[src/rtl/mem_arbiter_if.sv]
// Single-outstanding memory port bundle. The requester drives address, masks and
// write data; the responder returns rdata together with a one-cycle resp pulse.
interface mem_arbiter_if;
  logic [31:0] addr;
  logic [3:0]  rmask;
  logic [3:0]  wmask;
  logic [31:0] wdata;
  logic [31:0] rdata;
  logic        resp;

  modport master (output addr, rmask, wmask, wdata, input rdata, resp);
  modport slave  (input addr, rmask, wmask, wdata, output rdata, resp);
endinterface

[src/rtl/mem_arbiter.sv]
// Serialises IMEM and DMEM request pulses onto one single-outstanding memory port.
// DMEM has priority; IMEM is forced through after STARVE_LIMIT consecutive DMEM wins.
module mem_arbiter #(
  parameter int unsigned STARVE_LIMIT = 8
) (
  input  logic          clk,
  input  logic          rst,
  mem_arbiter_if.slave  imem,
  mem_arbiter_if.slave  dmem,
  mem_arbiter_if.master mem
);
  typedef enum logic [1:0] {IDLE, I_WAIT, D_WAIT} state_t;

  state_t      state;
  logic        i_pend, d_pend;
  logic [31:0] i_addr, d_addr, d_wdata;
  logic [3:0]  i_rmask, d_rmask, d_wmask;
  logic [7:0]  starve_cnt;

  logic        i_new, d_new, i_take, d_take, i_avail, d_avail;
  logic        arb, starved, i_win, d_win, i_done, d_done;
  logic [31:0] i_sel_addr, d_sel_addr, d_sel_wdata;
  logic [3:0]  i_sel_rmask, d_sel_rmask, d_sel_wmask;
  logic        unused_imem;

  assign i_new = |imem.rmask;
  assign d_new = |(dmem.rmask | dmem.wmask);

  assign i_done = (state == I_WAIT) && mem.resp;
  assign d_done = (state == D_WAIT) && mem.resp;

  // A side accepts a pulse only when its slot is empty and it has nothing in flight,
  // except that the cycle its response returns frees it for a new request.
  assign i_take = i_new && !i_pend && !(state == I_WAIT && !mem.resp);
  assign d_take = d_new && !d_pend && !(state == D_WAIT && !mem.resp);

  assign i_avail = i_pend || i_take;
  assign d_avail = d_pend || d_take;

  assign arb     = (state == IDLE) || mem.resp;
  assign starved = (starve_cnt == 8'(STARVE_LIMIT));
  assign d_win   = arb && d_avail && !(starved && i_avail);
  assign i_win   = arb && i_avail && !d_win;

  // A same-cycle pulse competes directly, without first passing through the slot.
  assign i_sel_addr  = i_pend ? i_addr  : imem.addr;
  assign i_sel_rmask = i_pend ? i_rmask : imem.rmask;
  assign d_sel_addr  = d_pend ? d_addr  : dmem.addr;
  assign d_sel_rmask = d_pend ? d_rmask : dmem.rmask;
  assign d_sel_wmask = d_pend ? d_wmask : dmem.wmask;
  assign d_sel_wdata = d_pend ? d_wdata : dmem.wdata;

  assign imem.resp  = i_done;
  assign imem.rdata = i_done ? mem.rdata : '0;
  assign dmem.resp  = d_done;
  assign dmem.rdata = d_done ? mem.rdata : '0;

  assign unused_imem = ^{imem.wmask, imem.wdata};

  // NOTE: slot payloads are qualified by i_pend/d_pend, so they carry no reset.
  always_ff @(posedge clk) begin
    if (i_take) begin
      i_addr  <= imem.addr;
      i_rmask <= imem.rmask;
    end
    if (d_take) begin
      d_addr  <= dmem.addr;
      d_rmask <= dmem.rmask;
      d_wmask <= dmem.wmask;
      d_wdata <= dmem.wdata;
    end
  end

  always_ff @(posedge clk) begin
    if (rst) begin
      state      <= IDLE;
      i_pend     <= 1'b0;
      d_pend     <= 1'b0;
      starve_cnt <= '0;
      mem.addr   <= '0;
      mem.rmask  <= '0;
      mem.wmask  <= '0;
      mem.wdata  <= '0;
    end else begin
      mem.addr  <= '0;
      mem.rmask <= '0;
      mem.wmask <= '0;
      mem.wdata <= '0;
      i_pend    <= i_avail && !i_win;
      d_pend    <= d_avail && !d_win;
      if (d_win) begin
        mem.addr  <= d_sel_addr;
        mem.rmask <= d_sel_rmask;
        mem.wmask <= d_sel_wmask;
        mem.wdata <= d_sel_wdata;
        state     <= D_WAIT;
        // A DMEM win over a waiting IMEM implies !starved, so this never passes the limit.
        if (i_avail) starve_cnt <= starve_cnt + 8'd1;
      end else if (i_win) begin
        mem.addr   <= i_sel_addr;
        mem.rmask  <= i_sel_rmask;
        state      <= I_WAIT;
        starve_cnt <= '0;
      end else if (arb) begin
        state <= IDLE;
      end
    end
  end
endmodule
[src/flat_wrapper.sv]
// flat-port wrapper written by rule: the top's interface ports become plain ports
module mem_arbiter_flat 
#(
  parameter int unsigned STARVE_LIMIT = 8
)
  (clk, rst, imem_addr, imem_rmask, imem_wmask, imem_wdata, imem_rdata, imem_resp, dmem_addr, dmem_rmask, dmem_wmask, dmem_wdata, dmem_rdata, dmem_resp, mem_addr, mem_rmask, mem_wmask, mem_wdata, mem_rdata, mem_resp);
  mem_arbiter_if imem_i ();
  mem_arbiter_if dmem_i ();
  mem_arbiter_if mem_i ();
  input  logic clk;
  input  logic rst;
  input wire logic [$bits(imem_i.addr)-1:0] imem_addr;
  input wire logic [$bits(imem_i.rmask)-1:0] imem_rmask;
  input wire logic [$bits(imem_i.wmask)-1:0] imem_wmask;
  input wire logic [$bits(imem_i.wdata)-1:0] imem_wdata;
  output wire logic [$bits(imem_i.rdata)-1:0] imem_rdata;
  output wire logic [$bits(imem_i.resp)-1:0] imem_resp;
  input wire logic [$bits(dmem_i.addr)-1:0] dmem_addr;
  input wire logic [$bits(dmem_i.rmask)-1:0] dmem_rmask;
  input wire logic [$bits(dmem_i.wmask)-1:0] dmem_wmask;
  input wire logic [$bits(dmem_i.wdata)-1:0] dmem_wdata;
  output wire logic [$bits(dmem_i.rdata)-1:0] dmem_rdata;
  output wire logic [$bits(dmem_i.resp)-1:0] dmem_resp;
  output wire logic [$bits(mem_i.addr)-1:0] mem_addr;
  output wire logic [$bits(mem_i.rmask)-1:0] mem_rmask;
  output wire logic [$bits(mem_i.wmask)-1:0] mem_wmask;
  output wire logic [$bits(mem_i.wdata)-1:0] mem_wdata;
  input wire logic [$bits(mem_i.rdata)-1:0] mem_rdata;
  input wire logic [$bits(mem_i.resp)-1:0] mem_resp;
  assign imem_i.addr = imem_addr;
  assign imem_i.rmask = imem_rmask;
  assign imem_i.wmask = imem_wmask;
  assign imem_i.wdata = imem_wdata;
  assign imem_rdata = imem_i.rdata;
  assign imem_resp = imem_i.resp;
  assign dmem_i.addr = dmem_addr;
  assign dmem_i.rmask = dmem_rmask;
  assign dmem_i.wmask = dmem_wmask;
  assign dmem_i.wdata = dmem_wdata;
  assign dmem_rdata = dmem_i.rdata;
  assign dmem_resp = dmem_i.resp;
  assign mem_addr = mem_i.addr;
  assign mem_rmask = mem_i.rmask;
  assign mem_wmask = mem_i.wmask;
  assign mem_wdata = mem_i.wdata;
  assign mem_i.rdata = mem_rdata;
  assign mem_i.resp = mem_resp;
  mem_arbiter #(.STARVE_LIMIT(STARVE_LIMIT)) u_core (.clk(clk), .rst(rst), .imem(imem_i), .dmem(dmem_i), .mem(mem_i));
endmodule
[config.mk]
export PLATFORM = sky130hd
export DESIGN_NAME = mem_arbiter_flat
export DESIGN_NICKNAME = d
export VERILOG_FILES = /design/src/rtl/mem_arbiter_if.sv /design/src/rtl/mem_arbiter.sv /design/src/flat_wrapper.sv
export SDC_FILE = /design/constraint.sdc
export NUM_CORES = 1
export LEC_CHECK = 0
export CAP_MARGIN = 0
export CORE_ASPECT_RATIO = 0.75
export CORE_MARGIN = 2
export CORE_UTILIZATION = 43
export DETAILED_ROUTE_END_ITERATION = 7
export PLACE_DENSITY = 0.89
export SYNTH_ARGS = -nofsm -noshare
export SYNTH_HDL_FRONTEND = slang
export SYNTH_SLANG_ARGS = --single-unit
[constraint.sdc]
create_clock -name clk -period 8.03 [get_ports clk]
set_input_delay 1.606 -clock clk [delete_from_list [all_inputs] [get_ports clk]]
set_output_delay 1.606 -clock clk [all_outputs]
set_load 0.1 [all_outputs]
Yosys cells after proc, flatten, opt, wreduce, memory -nomap -nowiden
Index checks and enable logic that the tools add are counted.
{ "totals": {"ff_bits": 192, "latchBits": 0, "mem_bits_rw": 0, "romBits": 0, "in_bits": 179, "output_inout_bits": 138, "n_memories": 0} }
{ "classes": {"add_sub_neg": 1, "n_mul": 0, "n_div": 0, "magnitude_cmp": 0, "n_eq_ne": 4, "n_shift": 0, "mux": 18, "bitwise_logic": 2, "reduce_logical": 35} }
{ "op_table": {"columns": ["operator", "count"], "rows": [
  ["two-way mux 32 bit", 7],
  ["two-way mux 8 bit", 3],
  ["two-way mux 4 bit", 5],
  ["logical AND 1 bit", 15],
  ["adder 8 x 1 -> 8 bit (second input constant)", 1],
  ["== test 8 x 4 -> 1 bit (second input constant)", 1],
  ["logical NOT 1 bit", 8],
  ["OR reduction 4 bit", 2],
  ["two-way mux 2 bit", 3],
  ["bitwise OR 4 bit", 1],
  ["nonzero test 2 bit", 2],
  ["OR reduction 2 bit", 2],
  ["logical OR 1 bit", 3],
  ["nonzero test 3 bit", 1],
  ["== test 2 x 1 -> 1 bit (second input constant)", 1],
  ["== test 2 bit (second input constant)", 1],
  ["logical NOT 2 bit", 1],
  ["inequality test 2 x 1 -> 1 bit (second input constant)", 1],
  ["AND reduction 2 bit", 1],
  ["NOT 1 bit", 1]
]} }

Depth between registers and ports, before layout
Gate-level depths: netlist of the first run.
{ "depth": {"ltp_word": 12, "ltp_mapped": 9, "ltp_nobuf": 7} }

Worst setup path after synthesis of the first run
Ideal clock, no wire load.
{ "synth_path": {"kind": "input-to-reg", "from": "input port dmem_rmask[2]", "to": "register u_core.d_addr[0], enable pin", "arrival_ns": 6.686, "required_ns": 7.437, "slack_ns": 0.751, "cell_stages": 3, "path_cell_list": "or4_1 -> nor2_1 -> nor3_1"} }
{ "synth_via": {"elab_chain_len": 4} }
{ "synth_rtl": {"columns": ["element", "line", "rtl"], "rows": [
  ["start, declared", "flat_wrapper.sv:19", "input wire logic [$bits(dmem_i.rmask)-1:0] dmem_rmask;"],
  ["bitwise OR 4 bit", "mem_arbiter.sv:27", "assign d_new = |(dmem.rmask | dmem.wmask);"],
  ["OR reduction 4 bit", "mem_arbiter.sv:27", null],
  ["logical AND 1 bit (2 in a row)", "mem_arbiter.sv:35", "assign d_take = d_new && !d_pend && !(state == D_WAIT && !mem.resp);"],
  ["via u_core.d_take", "mem_arbiter.sv:20", "logic i_new, d_new, i_take, d_take, i_avail, d_avail;"],
  ["end signal, assigned", "mem_arbiter.sv:67", "d_addr <= dmem.addr;"],
  ["end, declared", "mem_arbiter.sv:16", "logic [31:0] i_addr, d_addr, d_wdata;"]
]} }
The timed path passes the listed nets, and every way through them passes these cells.
A chain may end at the register's enable or synchronous reset.

Final worst setup path of the first run
{ "layout_path": {"from": "input port mem_resp", "to": "output port imem_rdata[5]"} }
{ "layout_via": {"elab_chain_len": 2} }
{ "layout_rtl": {"columns": ["element", "line", "rtl"], "rows": [
  ["start, declared", "flat_wrapper.sv:29", "input wire logic [$bits(mem_i.resp)-1:0] mem_resp;"],
  ["logical AND 1 bit", "mem_arbiter.sv:29", "assign i_done = (state == I_WAIT) && mem.resp;"],
  ["two-way mux 32 bit", "mem_arbiter.sv:54", "assign imem.rdata = i_done ? mem.rdata : '0;"],
  ["end, declared", "flat_wrapper.sv:16", "output wire logic [$bits(imem_i.rdata)-1:0] imem_rdata;"]
]} }
No other way between the ends.

==> insert_results.sql, run 1 <==
INSERT INTO impl_metrics (metric_group, metric, value, unit) VALUES
('status', 'run_status', 'complete, no violations', ''),
('routing', 'drt-pass1-iter-count', '4', ''),
('cells_and_area', 'final_nets', '1033', ''),
('setup_path', 'critPathBufInv', '2', ''),
('cts', 'clk-insertion-delay-late', '0.43', 'ns'),
('setup_path', 'critPathTopFamily', 'buffers and inverters', ''),
('place', 'finalWeightedCongestion', '0.748', ''),
('floorplan', 'floorplan.die.height', '119', 'um'),
('synthesis', 'syn-cell-area', '0.00764', 'mm^2'),
('power_and_ir_drop', 'irDropWorstVdd', '0.183', 'mV'),
('setup_path', 'largest_fanout_on_the_critical_path', '33', ''),
('cts', 'numClockSinks', '192', ''),
('global_route', 'grt_usage', '20.9', '%'),
('synthesis', 'ys_warn_count', '0', ''),
('power_and_ir_drop', 'internal_power', '1.84', 'mW'),
('timing', 'setup_viol_count_final', '0', ''),
('synthesis', 'synth.top_cell.area_share', '42.4', '%'),
('timing', 'fmaxAchievable', '167', 'MHz'),
('cts', 'cts.repair.resized', '0', ''),
('routing', 'ant_nets', '0', ''),
('routing', 'detail_route.vias_per_cell', '5.01', ''),
('synthesis', 'synth_largest_area_cell', 'sky130_fd_sc_hd__edfxtp_1', ''),
('global_route', 'grt_remaining_overflow', '0', ''),
('cts', 'cts-hold-fix-buffers', '0', ''),
('synthesis', 'ys.flop_type', 'sky130_fd_sc_hd__edfxtp_1', ''),
('power_and_ir_drop', 'pwr-share-comb', '23.0', '%'),
('global_route', 'grt_pass1_wl', '30300', 'um'),
('routing', 'number_of_remaining_drc_errors', '0', ''),
('power_and_ir_drop', 'p_switching', '0.845', 'mW'),
('routing', 'initialDrtViolationCount', '310', ''),
('hold_path', 'hold_class', 'register to register', ''),
('cts', 'post_cts_buffers', '0', ''),
('global_route', 'antenna_found_initial', '0', ''),
('timing', 'period_minus_slack', '5.97', 'ns'),
('routing', 'routedWlPerCell', '17.7', 'um'),
('power_and_ir_drop', 'p_sw_share', '31.5', '%'),
('setup_path', 'worst_setup_path_start_kind', 'primary input', ''),
('cells_and_area', 'filler_cell_count', '1336', ''),
('setup_path', 'slowest_delay', '1.14', 'ns'),
('timing', 'finalWorstSetupSlack', '2.06', 'ns'),
('global_route', 'grt_pass1_vias', '5556', ''),
('synthesis', 'postSynthCellCount', '586', ''),
('timing', 'final-hold-violation-count', '0', ''),
('setup_path', 'cell_mode_on_critical_path', 'sky130_fd_sc_hd__clkdlybuf4s50_1', ''),
('timing', 'grt_setup_unrepaired', 'no', ''),
('cts', 'htree_levels', '4', ''),
('timing', 'tightest_slew_margin_relative_to_the_limit', '26.5', '%'),
('cells_and_area', 'multi_input_area', '0.00256', 'mm^2'),
('place', 'detailedPlacementHpwl', '13300', 'um'),
('cells_and_area', 'area_delta_synth_final', '47.7', '%'),
('routing', 'dr_total_vias', '5554', ''),
('job', 'max-cap-violations', '0', ''),
('place', 'buffer_ports.inserted', '280', ''),
('timing', 'setup_total_negative_slack', '0', 'ns'),
('timing', 'timing.final.crit_share', '74.4', '%'),
('floorplan', 'rows', '42', ''),
('floorplan', 'dieArea', '0.0189', 'mm^2'),
('cts', 'clock_buffer_depth', '2', ''),
('setup_path', 'worst-endpoint-arrival', '4.37', 'ns'),
('timing', 'slew_viol_final', '0', ''),
('timing', 'clock_skews', '0.0104', 'ns'),
('power_and_ir_drop', 'pwr-share-seq', '43.7', '%'),
('power_and_ir_drop', 'power.density_cell_area', '237', 'mW/mm^2'),
('power_and_ir_drop', 'share_clk_of_total_power', '33.3', '%'),
('floorplan', 'io_pins', '317', ''),
('floorplan', 'start_util', '43.6', '%'),
('synthesis', 'number_of_flip_flops_and_latches_in_the_synthesized_netlist', '192', ''),
('setup_path', 'worstSetupEndpointType', 'output port', ''),
('cts', 'tritoncts_clock_tree', 'done', ''),
('routing', 'routed_wl', '19600', 'um'),
('synthesis', 'synth-edff-count', '108', '');
-- through the flow --
stage	instances	hold WS [ns]	cell area (um^2)	utilization [%]	power, mW
detailed placement	1075	0.473	10700	60.7	1.81
floorplan	586	0.456	7640	-	1.61
global placement	1075	0.463	10700	60.7	1.80
finish	1108	0.481	11300	64.3	2.68
global route	1107	0.508	11300	64.3	2.78
CTS	1107	0.488	11300	64.3	2.71
-- cells in the mapped netlist (all sizes together), types with 3 or more instances --
cell and n:
nand2b 4, edfxtp 108, nor2 40, or4 7, mux2 36, nand2 13, nand3 42, nor3 3
o31ai 37, dfxtp 84, mux2i 72, a31oi 5, buf 15, clkbuf 26, and2 64, a21oi 6
-- layer usage --
layer / GRT usage [%] / vias up / share of wire (%)
met5: 0 / - / 0
met4: 4.28 / 0 / 0.78
met3: 6.95 / 14 / 6.8
met2: 33.3 / 162 / 47
met1: 28.1 / 2703 / 45
li1: - / 2675 / -
-- cell usage in the layout, fill, tap and decap left out, types with 2 or more instances in the layout --
cell / netlist / final
sky130_fd_sc_hd__a21oi_1: 6 / 6
sky130_fd_sc_hd__a31oi_1: 5 / 5
sky130_fd_sc_hd__and2_1: 64 / 64
sky130_fd_sc_hd__and3b_1: 2 / 2
sky130_fd_sc_hd__buf_4: 2 / 8
sky130_fd_sc_hd__bufinv_16: 0 / 2
sky130_fd_sc_hd__clkbuf_16: 0 / 18
sky130_fd_sc_hd__clkbuf_8: 0 / 3
sky130_fd_sc_hd__clkdlybuf4s50_1: 0 / 279
sky130_fd_sc_hd__dfxtp_1: 84 / 82
sky130_fd_sc_hd__edfxtp_1: 108 / 108
sky130_fd_sc_hd__ha_1: 2 / 2
sky130_fd_sc_hd__inv_1: 2 / 2
sky130_fd_sc_hd__inv_6: 0 / 3
sky130_fd_sc_hd__inv_8: 0 / 3
sky130_fd_sc_hd__mux2_2: 36 / 36
sky130_fd_sc_hd__mux2i_1: 72 / 72
sky130_fd_sc_hd__nand2_1: 13 / 13
sky130_fd_sc_hd__nand2b_1: 4 / 4
sky130_fd_sc_hd__nand3_1: 42 / 42
sky130_fd_sc_hd__nor2_1: 40 / 38
sky130_fd_sc_hd__nor2_4: 0 / 2
sky130_fd_sc_hd__nor3_1: 3 / 2
sky130_fd_sc_hd__nor3b_1: 2 / 2
sky130_fd_sc_hd__o31ai_1: 37 / 37
sky130_fd_sc_hd__or2_2: 2 / 2
sky130_fd_sc_hd__or3_1: 2 / 2
sky130_fd_sc_hd__or4_1: 6 / 6
-- power by group through the flow --
stage / combinational (mW) / clock (mW) / sequential, mW
after floorplan: 0.203 / 0 / 1.41
after global placement: 0.612 / 0 / 1.19
after detailed placement: 0.618 / 0 / 1.19
after CTS: 0.620 / 0.914 / 1.17
after global routing: 0.643 / 0.958 / 1.18
final: 0.617 / 0.894 / 1.17
-- tightest hold or removal path, delay by kind of cell (launching register included) --
kind / cells / cell delay (ns)
flops: 1 / 0.32
mux: 1 / 0.06
simple gates: 1 / 0.07
-- registers in the layout (all words and copies together), names as in the netlist --
signal / count
u_core.d_addr: 32
u_core.d_rmask: 4
u_core.d_wmask: 4
u_core.mem.wmask: 4
u_core.mem.wdata: 32
u_core.starve_cnt: 8
u_core.i_pend: 1
u_core.i_rmask: 4
u_core.state: 2
u_core.i_addr: 32
u_core.mem.rmask: 4
u_core.d_wdata: 32
u_core.mem.addr: 32
u_core.d_pend: 1
-- final cells by class --
cell class	instances	area share [%]
clock inverter	11	1.24
tap	242	2.68
sequential	192	43.7
antenna	1	0.0222
clock buffer	21	4.35
timing repair buffer	288	25.3
multi-input combinational	351	22.7
inverter	2	0.0665
-- worst paths after layout --
path	startpoint	end	slack, ns	cells past startpoint
setup / recovery	mem_resp	imem_rdata[5]	2.06	4
hold / removal	u_core.d_wmask[0]	u_core.mem.wmask[0]	0.48	2
setup reg to reg	u_core.i_pend	u_core.starve_cnt[4]	5.27	5
hold reg to reg	u_core.d_wmask[0]	u_core.mem.wmask[0]	0.48	2
-- cell families after synthesis --
logic type / share of synthesized area [%]
DFF: 64.4
and+or+nand+nor: 13.0
muxes: 14.7
AOI/OAI and AO/OA: 5.17
buffers and inverters: 2.37
adders and majority gates: 0.327
(Power assumes the default switching activity.)
==> run 2, diff against run 1 <==
- CORE_UTILIZATION: 43 -> 39
- PLACE_DENSITY: 0.89 -> 0.86
- clock period: 8.03 -> 5.15 ns (I/O delays scaled with it)
==> insert_results.sql, run 2 (synthesis gave the netlist of run 1 again) <==
INSERT INTO impl_metrics (metric_group, metric, value, unit) VALUES
('power_and_ir_drop', 'p_switching', '1.36', 'mW'),
('cells_and_area', 'final_nets', '1033', ''),
('setup_path', 'slowest_delay', '0.77', 'ns'),
('timing', 'grt_setup_unrepaired', 'no', ''),
('timing', 'clock_skews', '0.0136', 'ns'),
('routing', 'initialDrtViolationCount', '337', ''),
('routing', 'ant_nets', '0', ''),
('routing', 'top_signal_layer_used', 'met4', ''),
('global_route', 'grt_usage', '18.8', '%'),
('routing', 'routedWlPerCell', '17.7', 'um'),
('global_route', 'grt_pass1_vias', '5721', ''),
('floorplan', 'dieArea', '0.0207', 'mm^2'),
('status', 'run_status', 'complete, no violations', ''),
('cells_and_area', 'drive_above_1_share', '17.6', '%'),
('setup_path', 'critPathTopFamily', 'simple AND/OR/NAND/NOR gates', ''),
('cells_and_area', 'most_frequent_cells_in_the_layout', '213 x sky130_fd_sc_hd__clkdlybuf4s50_1, 108 x sky130_fd_sc_hd__edfxtp_1, 82 x sky130_fd_sc_hd__dfxtp_1, 73 x sky130_fd_sc_hd__buf_4, 72 x sky130_fd_sc_hd__mux2i_1', ''),
('routing', 'routed_wl', '19800', 'um'),
('cts', 'cts.root.buffer_cell', 'sky130_fd_sc_hd__clkbuf_16', ''),
('routing', 'detail_route.wirelength.met1', '8800', 'um'),
('cts', 'numClockSinks', '192', ''),
('power_and_ir_drop', 'internal_power', '2.78', 'mW'),
('routing', 'dr_total_vias', '5530', ''),
('cells_and_area', 'mostFrequentLayoutCell', 'sky130_fd_sc_hd__clkdlybuf4s50_1', ''),
('cells_and_area', 'area_delta_synth_final', '45.7', '%'),
('cts', 'cts.repair.resized', '0', ''),
('timing', 'final-hold-violation-count', '0', ''),
('setup_path', 'largest_fanout_on_the_critical_path', '33', ''),
('routing', 'detailroute.wirelength.met2', '9390', 'um'),
('timing', 'tightest_slew_margin_relative_to_the_limit', '24.2', '%'),
('cts', 'clk-insertion-delay-late', '0.43', 'ns'),
('floorplan', 'io_pins', '317', ''),
('hold_path', 'hold_class', 'register to register', ''),
('cts', 'numCtsBuffers', '17', ''),
('place', 'buffer_ports.inserted', '280', ''),
('power_and_ir_drop', 'pwr-share-seq', '44.1', '%'),
('routing', 'met3RoutedLength', '1430', 'um'),
('power_and_ir_drop', 'irDropWorstVdd', '0.202', 'mV'),
('cts', 'htree_levels', '4', ''),
('global_route', 'grt_remaining_overflow', '0', ''),
('cts', 'clock_buffer_depth', '2', ''),
('place', 'detailedPlacementHpwl', '13300', 'um'),
('setup_path', 'worstSetupEndpointType', 'output port', ''),
('setup_path', 'worstPathCellList', 'clkdlybuf4s50_1 > and3b_1 > and2_1 > buf_4', ''),
('power_and_ir_drop', 'pwr-share-comb', '23.1', '%'),
('power_and_ir_drop', 'power.density_cell_area', '372', 'mW/mm^2'),
('cts', 'cts-hold-fix-buffers', '0', ''),
('place', 'finalWeightedCongestion', '0.754', ''),
('power_and_ir_drop', 'power_leakage', '4.08', 'nW'),
('timing', 'setup_total_negative_slack', '0', 'ns'),
('job', 'max-cap-violations', '0', ''),
('global_route', 'grt_start_max_net_pins', '56', ''),
('timing', 'tightest_slew', '1.13', 'ns'),
('routing', 'detail_route.vias_per_cell', '4.95', ''),
('floorplan', 'floorplan.die.height', '125', 'um'),
('routing', 'number_of_remaining_drc_errors', '0', ''),
('routing', 'drt-pass1-iter-count', '4', ''),
('cells_and_area', 'finish.utilization', '57.8', '%'),
('setup_path', 'critPathBufInv', '2', ''),
('timing', 'timing.final.crit_share', '76.5', '%'),
('cells_and_area', 'ant_diodes', '0', ''),
('setup_path', 'criticalPathCategory', 'primary input to output port', ''),
('power_and_ir_drop', 'share_clk_of_total_power', '32.8', '%'),
('floorplan', 'floorplan.die.width', '166', 'um'),
('timing', 'setup_viol_count_final', '0', ''),
('setup_path', 'timing.critical_path.required', '4.12', 'ns'),
('power_and_ir_drop', 'p_sw_share', '32.8', '%'),
('cells_and_area', 'filler_cell_count', '1553', ''),
('setup_path', 'worst-endpoint-arrival', '2.91', 'ns'),
('cts', 'clk_pin_slew_worst_paths', '0.08', 'ns'),
('setup_path', 'slowest_cell_on_crit_path', 'sky130_fd_sc_hd__and3b_1', ''),
('setup_path', 'worst_setup_path_start_kind', 'primary input', ''),
('timing', 'slew_viol_final', '0', ''),
('timing', 'fmaxAchievable', '254', 'MHz'),
('floorplan', 'rows', '44', ''),
('cts', 'tritoncts_clock_tree', 'done', ''),
('floorplan', 'start_util', '39.7', '%'),
('cts', 'post_cts_buffers', '0', ''),
('global_route', 'grt_pass1_wl', '31000', 'um'),
('power_and_ir_drop', 'totalPowerFinal', '4.14', 'mW'),
('global_route', 'antenna_found_initial', '0', ''),
('timing', 'period_minus_slack', '3.94', 'ns'),
('floorplan', 'floorplan.core_area', '0.0193', 'mm^2');
run 2: cell count changes in the layout (fill, tap and decap cells not counted):
cell / previous run / this run
sky130_fd_sc_hd__clkdlybuf4s50_1: 279 / 213
sky130_fd_sc_hd__clkinvlp_4: 1 / 3
sky130_fd_sc_hd__nor3_2: 1 / 0
sky130_fd_sc_hd__buf_12: 0 / 1
sky130_fd_sc_hd__diode_2: 1 / 0
sky130_fd_sc_hd__clkinv_8: 0 / 2
sky130_fd_sc_hd__nor3_4: 0 / 1
sky130_fd_sc_hd__bufinv_16: 2 / 1
sky130_fd_sc_hd__buf_4: 8 / 73
sky130_fd_sc_hd__clkbuf_8: 3 / 0
sky130_fd_sc_hd__clkinv_1: 1 / 0
sky130_fd_sc_hd__inv_8: 3 / 4
run 2: area by class of cell:
type | count | area (um^2) | share of cell area [%]
flip-flops and latches | 192 | 4930 | 44.2
well taps | 253 | 317 | 2.84
clock buffers | 18 | 450 | 4.04
multi-input cells | 351 | 2570 | 23.0
clock inverters | 14 | 165 | 1.48
repair buffers | 288 | 2710 | 24.3
inverters | 2 | 7.51 | 0.0674
run 2: layer usage:
metal / vias to the layer above / track usage, %
met2: 214 / 30.6
met3: 10 / 5.73
met1: 2618 / 24.5
li1: 2688 / -
met4: 0 / 5.01
met5: - / 0
run 2: worst min-delay path: stages, from the launching register on:
cell	delay (ns)
sky130_fd_sc_hd__edfxtp_1	0.32
sky130_fd_sc_hd__mux2i_1	0.06
sky130_fd_sc_hd__nor2_1	0.07
run 2: worst paths after layout:
path,end,startpoint,depth (start not counted),slack [ns]
max,imem_rdata[13],mem_resp,4,1.21
min,u_core.mem.wdata[10],u_core.d_wdata[10],2,0.49
max reg2reg,u_core.mem.addr[15],u_core.i_pend,5,2.47
min reg2reg,u_core.mem.wdata[10],u_core.d_wdata[10],2,0.49
run 2: per-stage QoR:
step	worst slack, ns	area (um^2)	hold slack [ns]	cells
3_5_place_dp	1.17	10500	0.471	1086
5_1_grt	1.01	11100	0.508	1118
6_report	1.21	11100	0.490	1118
3_3_place_gp	1.21	10500	0.462	1086
2_1_floorplan	0.621	7650	0.456	586
4_1_cts	1.18	11100	0.490	1118
run 2: power by group through the flow:
stage	Clock (mW)	Combinational, mW	Sequential (mW)
global route	1.46	0.996	1.84
detailed placement	0	0.961	1.86
finish	1.36	0.957	1.83
global placement	0	0.950	1.86
CTS	1.40	0.963	1.83
floorplan	0	0.317	2.19
